## src/rtl/control_p4_router.sv

```systemverilog
// AXI-Lite 1:N router for the P4 virtual-switch control plane.
// Independent write and read FSMs, one transaction each, with broadcast writes and a per-FSM wait timeout.
module control_p4_router #(
  parameter int C_S_AXI_DATA_WIDTH = 32,
  parameter int C_S_AXI_ADDR_WIDTH = 32,
  parameter int C_NUM_SLAVES       = 4,
  parameter int C_SEL_LSB          = 16,
  parameter int C_BCAST_BIT        = 20,
  parameter int C_TIMEOUT          = 255
) (
  input  logic                                       M_AXI_ACLK,
  input  logic                                       M_AXI_ARESET,
  input  logic [C_S_AXI_ADDR_WIDTH-1:0]              M_AXI_AWADDR,
  input  logic                                       M_AXI_AWVALID,
  output logic                                       M_AXI_AWREADY,
  input  logic [C_S_AXI_DATA_WIDTH-1:0]              M_AXI_WDATA,
  input  logic [C_S_AXI_DATA_WIDTH/8-1:0]            M_AXI_WSTRB,
  input  logic                                       M_AXI_WVALID,
  output logic                                       M_AXI_WREADY,
  output logic                                       M_AXI_BVALID,
  output logic [1:0]                                 M_AXI_BRESP,
  input  logic                                       M_AXI_BREADY,
  input  logic [C_S_AXI_ADDR_WIDTH-1:0]              M_AXI_ARADDR,
  input  logic                                       M_AXI_ARVALID,
  output logic                                       M_AXI_ARREADY,
  output logic                                       M_AXI_RVALID,
  output logic [C_S_AXI_DATA_WIDTH-1:0]              M_AXI_RDATA,
  output logic [1:0]                                 M_AXI_RRESP,
  input  logic                                       M_AXI_RREADY,
  output logic [C_NUM_SLAVES*C_S_AXI_ADDR_WIDTH-1:0] S_AXI_AWADDR,
  output logic [C_NUM_SLAVES-1:0]                    S_AXI_AWVALID,
  input  logic [C_NUM_SLAVES-1:0]                    S_AXI_AWREADY,
  output logic [C_NUM_SLAVES*C_S_AXI_DATA_WIDTH-1:0] S_AXI_WDATA,
  output logic [C_NUM_SLAVES*C_S_AXI_DATA_WIDTH/8-1:0] S_AXI_WSTRB,
  output logic [C_NUM_SLAVES-1:0]                    S_AXI_WVALID,
  input  logic [C_NUM_SLAVES-1:0]                    S_AXI_WREADY,
  input  logic [C_NUM_SLAVES-1:0]                    S_AXI_BVALID,
  input  logic [2*C_NUM_SLAVES-1:0]                  S_AXI_BRESP,
  output logic [C_NUM_SLAVES-1:0]                    S_AXI_BREADY,
  output logic [C_NUM_SLAVES*C_S_AXI_ADDR_WIDTH-1:0] S_AXI_ARADDR,
  output logic [C_NUM_SLAVES-1:0]                    S_AXI_ARVALID,
  input  logic [C_NUM_SLAVES-1:0]                    S_AXI_ARREADY,
  input  logic [C_NUM_SLAVES-1:0]                    S_AXI_RVALID,
  input  logic [C_NUM_SLAVES*C_S_AXI_DATA_WIDTH-1:0] S_AXI_RDATA,
  input  logic [2*C_NUM_SLAVES-1:0]                  S_AXI_RRESP,
  output logic [C_NUM_SLAVES-1:0]                    S_AXI_RREADY
);
  localparam int DW = C_S_AXI_DATA_WIDTH;
  localparam int AW = C_S_AXI_ADDR_WIDTH;
  localparam int N  = C_NUM_SLAVES;
  localparam int SW = DW/8;
  localparam logic [15:0] TMO = 16'(C_TIMEOUT);

  typedef logic [N-1:0] tgt_t;
  typedef enum logic [1:0] {W_IDLE, W_FWD, W_RESP, W_DONE} w_state_t;
  typedef enum logic [1:0] {R_IDLE, R_FWD, R_DATA, R_DONE} r_state_t;

  // All-zero result means decode error; reads never broadcast.
  function automatic tgt_t decode(input logic [AW-1:0] a, input logic rd);
    logic [2:0] idx;
    idx    = a[C_SEL_LSB +: 3];
    decode = '0;
    if (a[C_BCAST_BIT])     decode = rd ? '0 : '1;
    else if (32'(idx) < N)  decode = tgt_t'(1) << idx;
  endfunction

  w_state_t        w_state;
  logic [AW-1:0]   aw_addr;
  logic [DW-1:0]   w_data;
  logic [SW-1:0]   w_strb;
  tgt_t            w_tgt, aw_vld, w_vld, b_rdy;
  logic [1:0]      bresp_acc;
  logic [15:0]     wcnt;

  r_state_t        r_state;
  logic [AW-1:0]   ar_addr;
  tgt_t            r_tgt, ar_vld, r_rdy;
  logic [15:0]     rcnt;

  tgt_t            aw_nxt, w_nxt, b_nxt, w_dec, r_dec;
  logic [1:0]      b_max, r_mux_resp;
  logic [DW-1:0]   r_mux_data;
  logic [15:0]     wcnt_nxt, rcnt_nxt;
  logic            w_to, r_to;

  always_comb begin
    w_dec    = decode(M_AXI_AWADDR, 1'b0);
    r_dec    = decode(M_AXI_ARADDR, 1'b1);
    aw_nxt   = aw_vld & ~S_AXI_AWREADY;
    w_nxt    = w_vld & ~S_AXI_WREADY;
    b_nxt    = b_rdy & ~S_AXI_BVALID;
    wcnt_nxt = wcnt + 16'd1;
    rcnt_nxt = rcnt + 16'd1;
    w_to     = wcnt_nxt >= TMO;
    r_to     = rcnt_nxt >= TMO;
    // Broadcast response is the worst (largest) code of the slaves answering now or earlier.
    b_max    = bresp_acc;
    for (int i = 0; i < N; i++)
      if (b_rdy[i] && S_AXI_BVALID[i] && S_AXI_BRESP[2*i +: 2] > b_max) b_max = S_AXI_BRESP[2*i +: 2];
    r_mux_data = '0;
    r_mux_resp = '0;
    for (int i = 0; i < N; i++)
      if (r_tgt[i]) begin
        r_mux_data = S_AXI_RDATA[i*DW +: DW];
        r_mux_resp = S_AXI_RRESP[2*i +: 2];
      end
  end

  assign S_AXI_AWADDR  = {N{aw_addr}};
  assign S_AXI_WDATA   = {N{w_data}};
  assign S_AXI_WSTRB   = {N{w_strb}};
  assign S_AXI_ARADDR  = {N{ar_addr}};
  assign S_AXI_AWVALID = aw_vld;
  assign S_AXI_WVALID  = w_vld;
  assign S_AXI_BREADY  = b_rdy;
  assign S_AXI_ARVALID = ar_vld;
  assign S_AXI_RREADY  = r_rdy;

  always_ff @(posedge M_AXI_ACLK) begin
    if (M_AXI_ARESET) begin
      w_state <= W_IDLE;
      M_AXI_AWREADY <= 1'b0;
      M_AXI_WREADY  <= 1'b0;
      M_AXI_BVALID  <= 1'b0;
      M_AXI_BRESP   <= 2'b00;
      aw_addr <= '0; w_data <= '0; w_strb <= '0;
      w_tgt <= '0; aw_vld <= '0; w_vld <= '0; b_rdy <= '0;
      bresp_acc <= 2'b00;
      wcnt <= '0;
    end else begin
      M_AXI_AWREADY <= 1'b0;
      M_AXI_WREADY  <= 1'b0;
      case (w_state)
        W_IDLE: if (M_AXI_AWVALID && M_AXI_WVALID) begin
          M_AXI_AWREADY <= 1'b1;
          M_AXI_WREADY  <= 1'b1;
          aw_addr <= M_AXI_AWADDR;
          w_data  <= M_AXI_WDATA;
          w_strb  <= M_AXI_WSTRB;
          if (w_dec == '0) begin
            M_AXI_BVALID <= 1'b1;
            M_AXI_BRESP  <= 2'b11;
            w_state      <= W_DONE;
          end else begin
            w_tgt     <= w_dec;
            aw_vld    <= w_dec;
            w_vld     <= w_dec;
            bresp_acc <= 2'b00;
            wcnt      <= '0;
            w_state   <= W_FWD;
          end
        end
        W_FWD: begin
          wcnt   <= wcnt_nxt;
          aw_vld <= aw_nxt;
          w_vld  <= w_nxt;
          if (aw_nxt == '0 && w_nxt == '0) begin
            b_rdy   <= w_tgt;
            w_state <= W_RESP;
          end else if (w_to) begin
            aw_vld <= '0;
            w_vld  <= '0;
            M_AXI_BVALID <= 1'b1;
            M_AXI_BRESP  <= 2'b10;
            w_state      <= W_DONE;
          end
        end
        W_RESP: begin
          wcnt      <= wcnt_nxt;
          b_rdy     <= b_nxt;
          bresp_acc <= b_max;
          if (b_nxt == '0) begin
            M_AXI_BVALID <= 1'b1;
            M_AXI_BRESP  <= b_max;
            w_state      <= W_DONE;
          end else if (w_to) begin
            b_rdy <= '0;
            M_AXI_BVALID <= 1'b1;
            M_AXI_BRESP  <= 2'b10;
            w_state      <= W_DONE;
          end
        end
        W_DONE: if (M_AXI_BREADY) begin
          M_AXI_BVALID <= 1'b0;
          M_AXI_BRESP  <= 2'b00;
          w_state      <= W_IDLE;
        end
        default: w_state <= W_IDLE;
      endcase
    end
  end

  always_ff @(posedge M_AXI_ACLK) begin
    if (M_AXI_ARESET) begin
      r_state <= R_IDLE;
      M_AXI_ARREADY <= 1'b0;
      M_AXI_RVALID  <= 1'b0;
      M_AXI_RRESP   <= 2'b00;
      M_AXI_RDATA   <= '0;
      ar_addr <= '0;
      r_tgt <= '0; ar_vld <= '0; r_rdy <= '0;
      rcnt <= '0;
    end else begin
      M_AXI_ARREADY <= 1'b0;
      case (r_state)
        R_IDLE: if (M_AXI_ARVALID) begin
          M_AXI_ARREADY <= 1'b1;
          ar_addr <= M_AXI_ARADDR;
          if (r_dec == '0) begin
            M_AXI_RVALID <= 1'b1;
            M_AXI_RRESP  <= 2'b11;
            M_AXI_RDATA  <= '0;
            r_state      <= R_DONE;
          end else begin
            r_tgt   <= r_dec;
            ar_vld  <= r_dec;
            rcnt    <= '0;
            r_state <= R_FWD;
          end
        end
        R_FWD: begin
          rcnt <= rcnt_nxt;
          if (|(ar_vld & S_AXI_ARREADY)) begin
            ar_vld  <= '0;
            r_rdy   <= r_tgt;
            r_state <= R_DATA;
          end else if (r_to) begin
            ar_vld <= '0;
            M_AXI_RVALID <= 1'b1;
            M_AXI_RRESP  <= 2'b10;
            M_AXI_RDATA  <= '0;
            r_state      <= R_DONE;
          end
        end
        R_DATA: begin
          rcnt <= rcnt_nxt;
          if (|(r_rdy & S_AXI_RVALID)) begin
            r_rdy <= '0;
            M_AXI_RVALID <= 1'b1;
            M_AXI_RRESP  <= r_mux_resp;
            M_AXI_RDATA  <= r_mux_data;
            r_state      <= R_DONE;
          end else if (r_to) begin
            r_rdy <= '0;
            M_AXI_RVALID <= 1'b1;
            M_AXI_RRESP  <= 2'b10;
            M_AXI_RDATA  <= '0;
            r_state      <= R_DONE;
          end
        end
        R_DONE: if (M_AXI_RREADY) begin
          M_AXI_RVALID <= 1'b0;
          M_AXI_RRESP  <= 2'b00;
          M_AXI_RDATA  <= '0;
          r_state      <= R_IDLE;
        end
        default: r_state <= R_IDLE;
      endcase
    end
  end
endmodule
```

## config.mk

```make
export PLATFORM = sky130hd
export DESIGN_NAME = control_p4_router
export DESIGN_NICKNAME = d
export VERILOG_FILES = /design/src/rtl/control_p4_router.sv
export SDC_FILE = /design/constraint.sdc
export NUM_CORES = 1
export LEC_CHECK = 0
export ABC_AREA = 1
export CORE_AREA = 10 10 274 276
export CTS_BUF_LIST = sky130_fd_sc_hd__clkbuf_8
export CTS_CLUSTER_SIZE = 24
export DETAILED_ROUTE_END_ITERATION = 10
export DIE_AREA = 0 0 284 286
export GPL_TIMING_DRIVEN = 0
export PLACE_DENSITY_LB_ADDON = 0.15
export SLEW_MARGIN = 20
export SYNTH_ARGS = -nofsm -noshare
export SYNTH_HDL_FRONTEND = slang
export SYNTH_SLANG_ARGS = --single-unit
```

## constraint.sdc

```tcl
create_clock -name M_AXI_ACLK -period 9.02 [get_ports M_AXI_ACLK]
set_input_delay 1.353 -clock M_AXI_ACLK [delete_from_list [all_inputs] [get_ports M_AXI_ACLK]]
set_output_delay 1.353 -clock M_AXI_ACLK [all_outputs]
set_load 0.01 [all_outputs]
```

==> flow_summary.toml <==
[layout]
drive_gt1_share_pct = 17.60
fin_cells = 3596
area_growth_pct = 72.71
fin_nets = 2908
utilization_pct = 32.16

[timing]
final_hold_viol_count = 0
max_freq_mhz = 190.5
worst_slew_pin_slew_ns = 0.9107
skew_ns = 0.03072
slew_violations = 0
setup_tns_ns = 0
fin_crit_ns = 5.248
setup_viol = 0
rsz0062_at_grt = "false"
finalCritPeriodShare_pct = 58.18
timing.slew.headroom_pct = 39.29

[synth]
yosysWarningCount = 0
postSynth.asyncResetShare_pct = 0
yosysUniqueCellTypes = 46
synth-seq-area-share_pct = 31.85
synth_top_area_cell = "dfxtp_1"
synth-seq-cells = 206
synth_top_area_share_pct = 31.85
synth_most_common_cell = "buf_4"
syn_inst = 1842
synthesis.nets = 2133
synth_edf_count = 0
synth_area_leaders = "dfxtp_1 32%, buf_4 17%, nand2_1 8.4%"
synth_ff_type = "dfxtp_1"
syn_area_sq_um = 12950
syn_area_per_cell_sq_um = 7.030
synth_common_cells = "301 x buf_4, 290 x nand2_1, 268 x nor2_1"

[setup_path]
startpoint = "S_AXI_BRESP[0]"
worst_setup_path_start_kind = "primary input"
worst-setup-path-type = "primary input to flop"
arrival_ns = 5.70
regToRegStartpoint = "bresp_acc[1]"
regToRegSetupSlack_ns = 4.61
max_stage_delay_ns = 0.48
cp_slowest_cell = "clkdlybuf4s50_1"
crit_fanout = 4
cp.required_ns = 9.47
endpoint_kind = "flop"
crit_top_cell = "inv_1"

[cts]
clock_latency_ns = 0.61
postCtsHoldBufs = 0
cts_htree_levels = 2
cts_repair_resize_count = 0
cts_buffer_depth = 3
path_clk_slew_ns = 0.06
cts_root_buf = "clkbuf_8"
cts_setup_buffers = 0
numCtsBuffers = 43
cts_tree = "built"
clkSinkCount = 206

[placed_design]
dp_hpwl_microns = 65560
io_buffer_count = 730
dp.cells = 3512
gp_congestion = 0.8699

[routing]
routed_wl_microns = 77210
vias_per_cell = 4.085
wl_per_cell_microns = 21.47
drt_iter0_drc = 673
first_pass_iters = 5
vias = 14690
remaining_drc_errors = 0
ant_nets = 0

[worst_hold_path]
hold_class = "flop to flop"
hp-start = "r_tgt[0]"

[power_and_ir_drop]
cellPowerDensity_nw_per_um2 = 220.1
vdd_drop_max_v = 0.00006900
p_leak_nw = 9.019

[global_routing]
overflow = 0
use_met3_pct = 6.248
grtUsageMet2_pct = 32.58
use_met1_pct = 18.83
grt_pass1_wl_microns = 107400
track_usage_pct = 17.87
grt_busiest_layer = "met2"
first_global_vias = 14890
grt_max_degree = 12
antenna_found_initial = 25

[floorplanning]
die_h_microns = 286
rows = 97
initial_utilization_pct = 18.62
die_w_microns = 284
io_pins = 732
coreArea_sq_um = 69540
fp.dieArea_sq_um = 81220

[flow_run]
drv_cap = 0

[status]
status = "finished clean"
-- routing by layer --
metal  part of all wire (%)  vias up  routed length [microns]
met5                   0.22        -                      173
met4                    2.9       28                     2201
met3                    7.8      122                     5990
met2                     52      511                    39790
met1                     38     6705                    29050
li1                       -     7322                        -
-- sequential cells by signal (all words and copies together), names as in the netlist --
register and cells:
M_AXI_RVALID 1, S_AXI_AWVALID 4, S_AXI_ARVALID 4, ar_addr 32, M_AXI_RRESP 2, aw_addr 32, M_AXI_BRESP 2, r_state 2
S_AXI_BREADY 4, bresp_acc 2, w_data 32, r_tgt 4, M_AXI_BVALID 1, S_AXI_WVALID 4, M_AXI_ARREADY 1, w_tgt 4
M_AXI_WREADY 1, S_AXI_RREADY 4, M_AXI_RDATA 32, wcnt 16, w_state 2, w_strb 4, rcnt 16
-- worst paths after layout --
kind                        to  cells past startpoint
setup / recovery  bresp_acc[1]                     26
hold / removal        r_tgt[0]                      2
setup reg to reg  bresp_acc[1]                     25
hold reg to reg       r_tgt[0]                      2
-- critical path: cells and delay by family --
family	cells	cell delay [ns]
buf+inv	6	0.85
fa+ha+maj	4	1.06
simple gates	9	1.36
compound gates	7	1.05
-- area by class of cell --
class                   instances  area, sq um
clock inverters                16        97.59
clock buffers                  59        812.0
diodes                          9        22.52
plain buffers                 388         2645
fillers                      7479        47180
repair buffers                730         7307
well taps                     940         1176
multi-input cells            1137         5758
inverters                     111        421.7
flip-flops and latches        206         4124
-- kinds of logic after synthesis --
kind of cell	Yosys count	synth area share [%]
and+or+nand+nor	702	23.74
buffers and inverters	499	23.68
AOI/OAI and AO/OA	411	18.52
DFF	206	31.85
adders and majority gates	20	1.933
xor gates and xnor gates	4	0.2706
-- per-stage QoR --
stage	area [sq um]	hold slack, ns	setup WS [ns]	total power, mW
detailed placement	21430	0.4687	3.182	3.926
floorplan	12950	0.4434	4.188	2.442
global route	22360	0.4940	3.364	5.238
CTS	22340	0.4761	3.859	5.033
finish	22360	0.4762	3.772	4.921
global placement	21430	0.4647	3.307	3.914
-- placed cells by master, fill, tap and decap left out, types with 3 or more instances in the layout --
cell type / count
clkdlybuf4s50_1: 730
buf_4: 301
nand2_1: 290
nor2_1: 268
dfxtp_1: 206
o21ai_0: 173
a21oi_1: 117
inv_1: 114
clkbuf_1: 72
clkbuf_8: 59
nand3_1: 58
o211ai_1: 36
nand3_2: 33
a22oi_1: 33
a21oi_2: 30
ha_1: 20
nand4_1: 17
diode_2: 9
nor3_1: 9
buf_2: 8
nand2_2: 5
or2_2: 5
inv_2: 4
nor2_2: 4
a22o_1: 4
buf_1: 4
a31oi_1: 4
o31ai_1: 4
clkinv_1: 3
nor2_4: 3
buf_12: 3
-- report_power, final --
part / switching, mW / leakage (nW) / internal, mW
logic: 1.18 / 6.83 / 1.35
clock network: 0.459 / 0.509 / 0.607
registers: 0.255 / 1.68 / 1.07
total: 1.90 / 9.02 / 3.03
No activity file was read; power rests on OpenSTA's default activity.
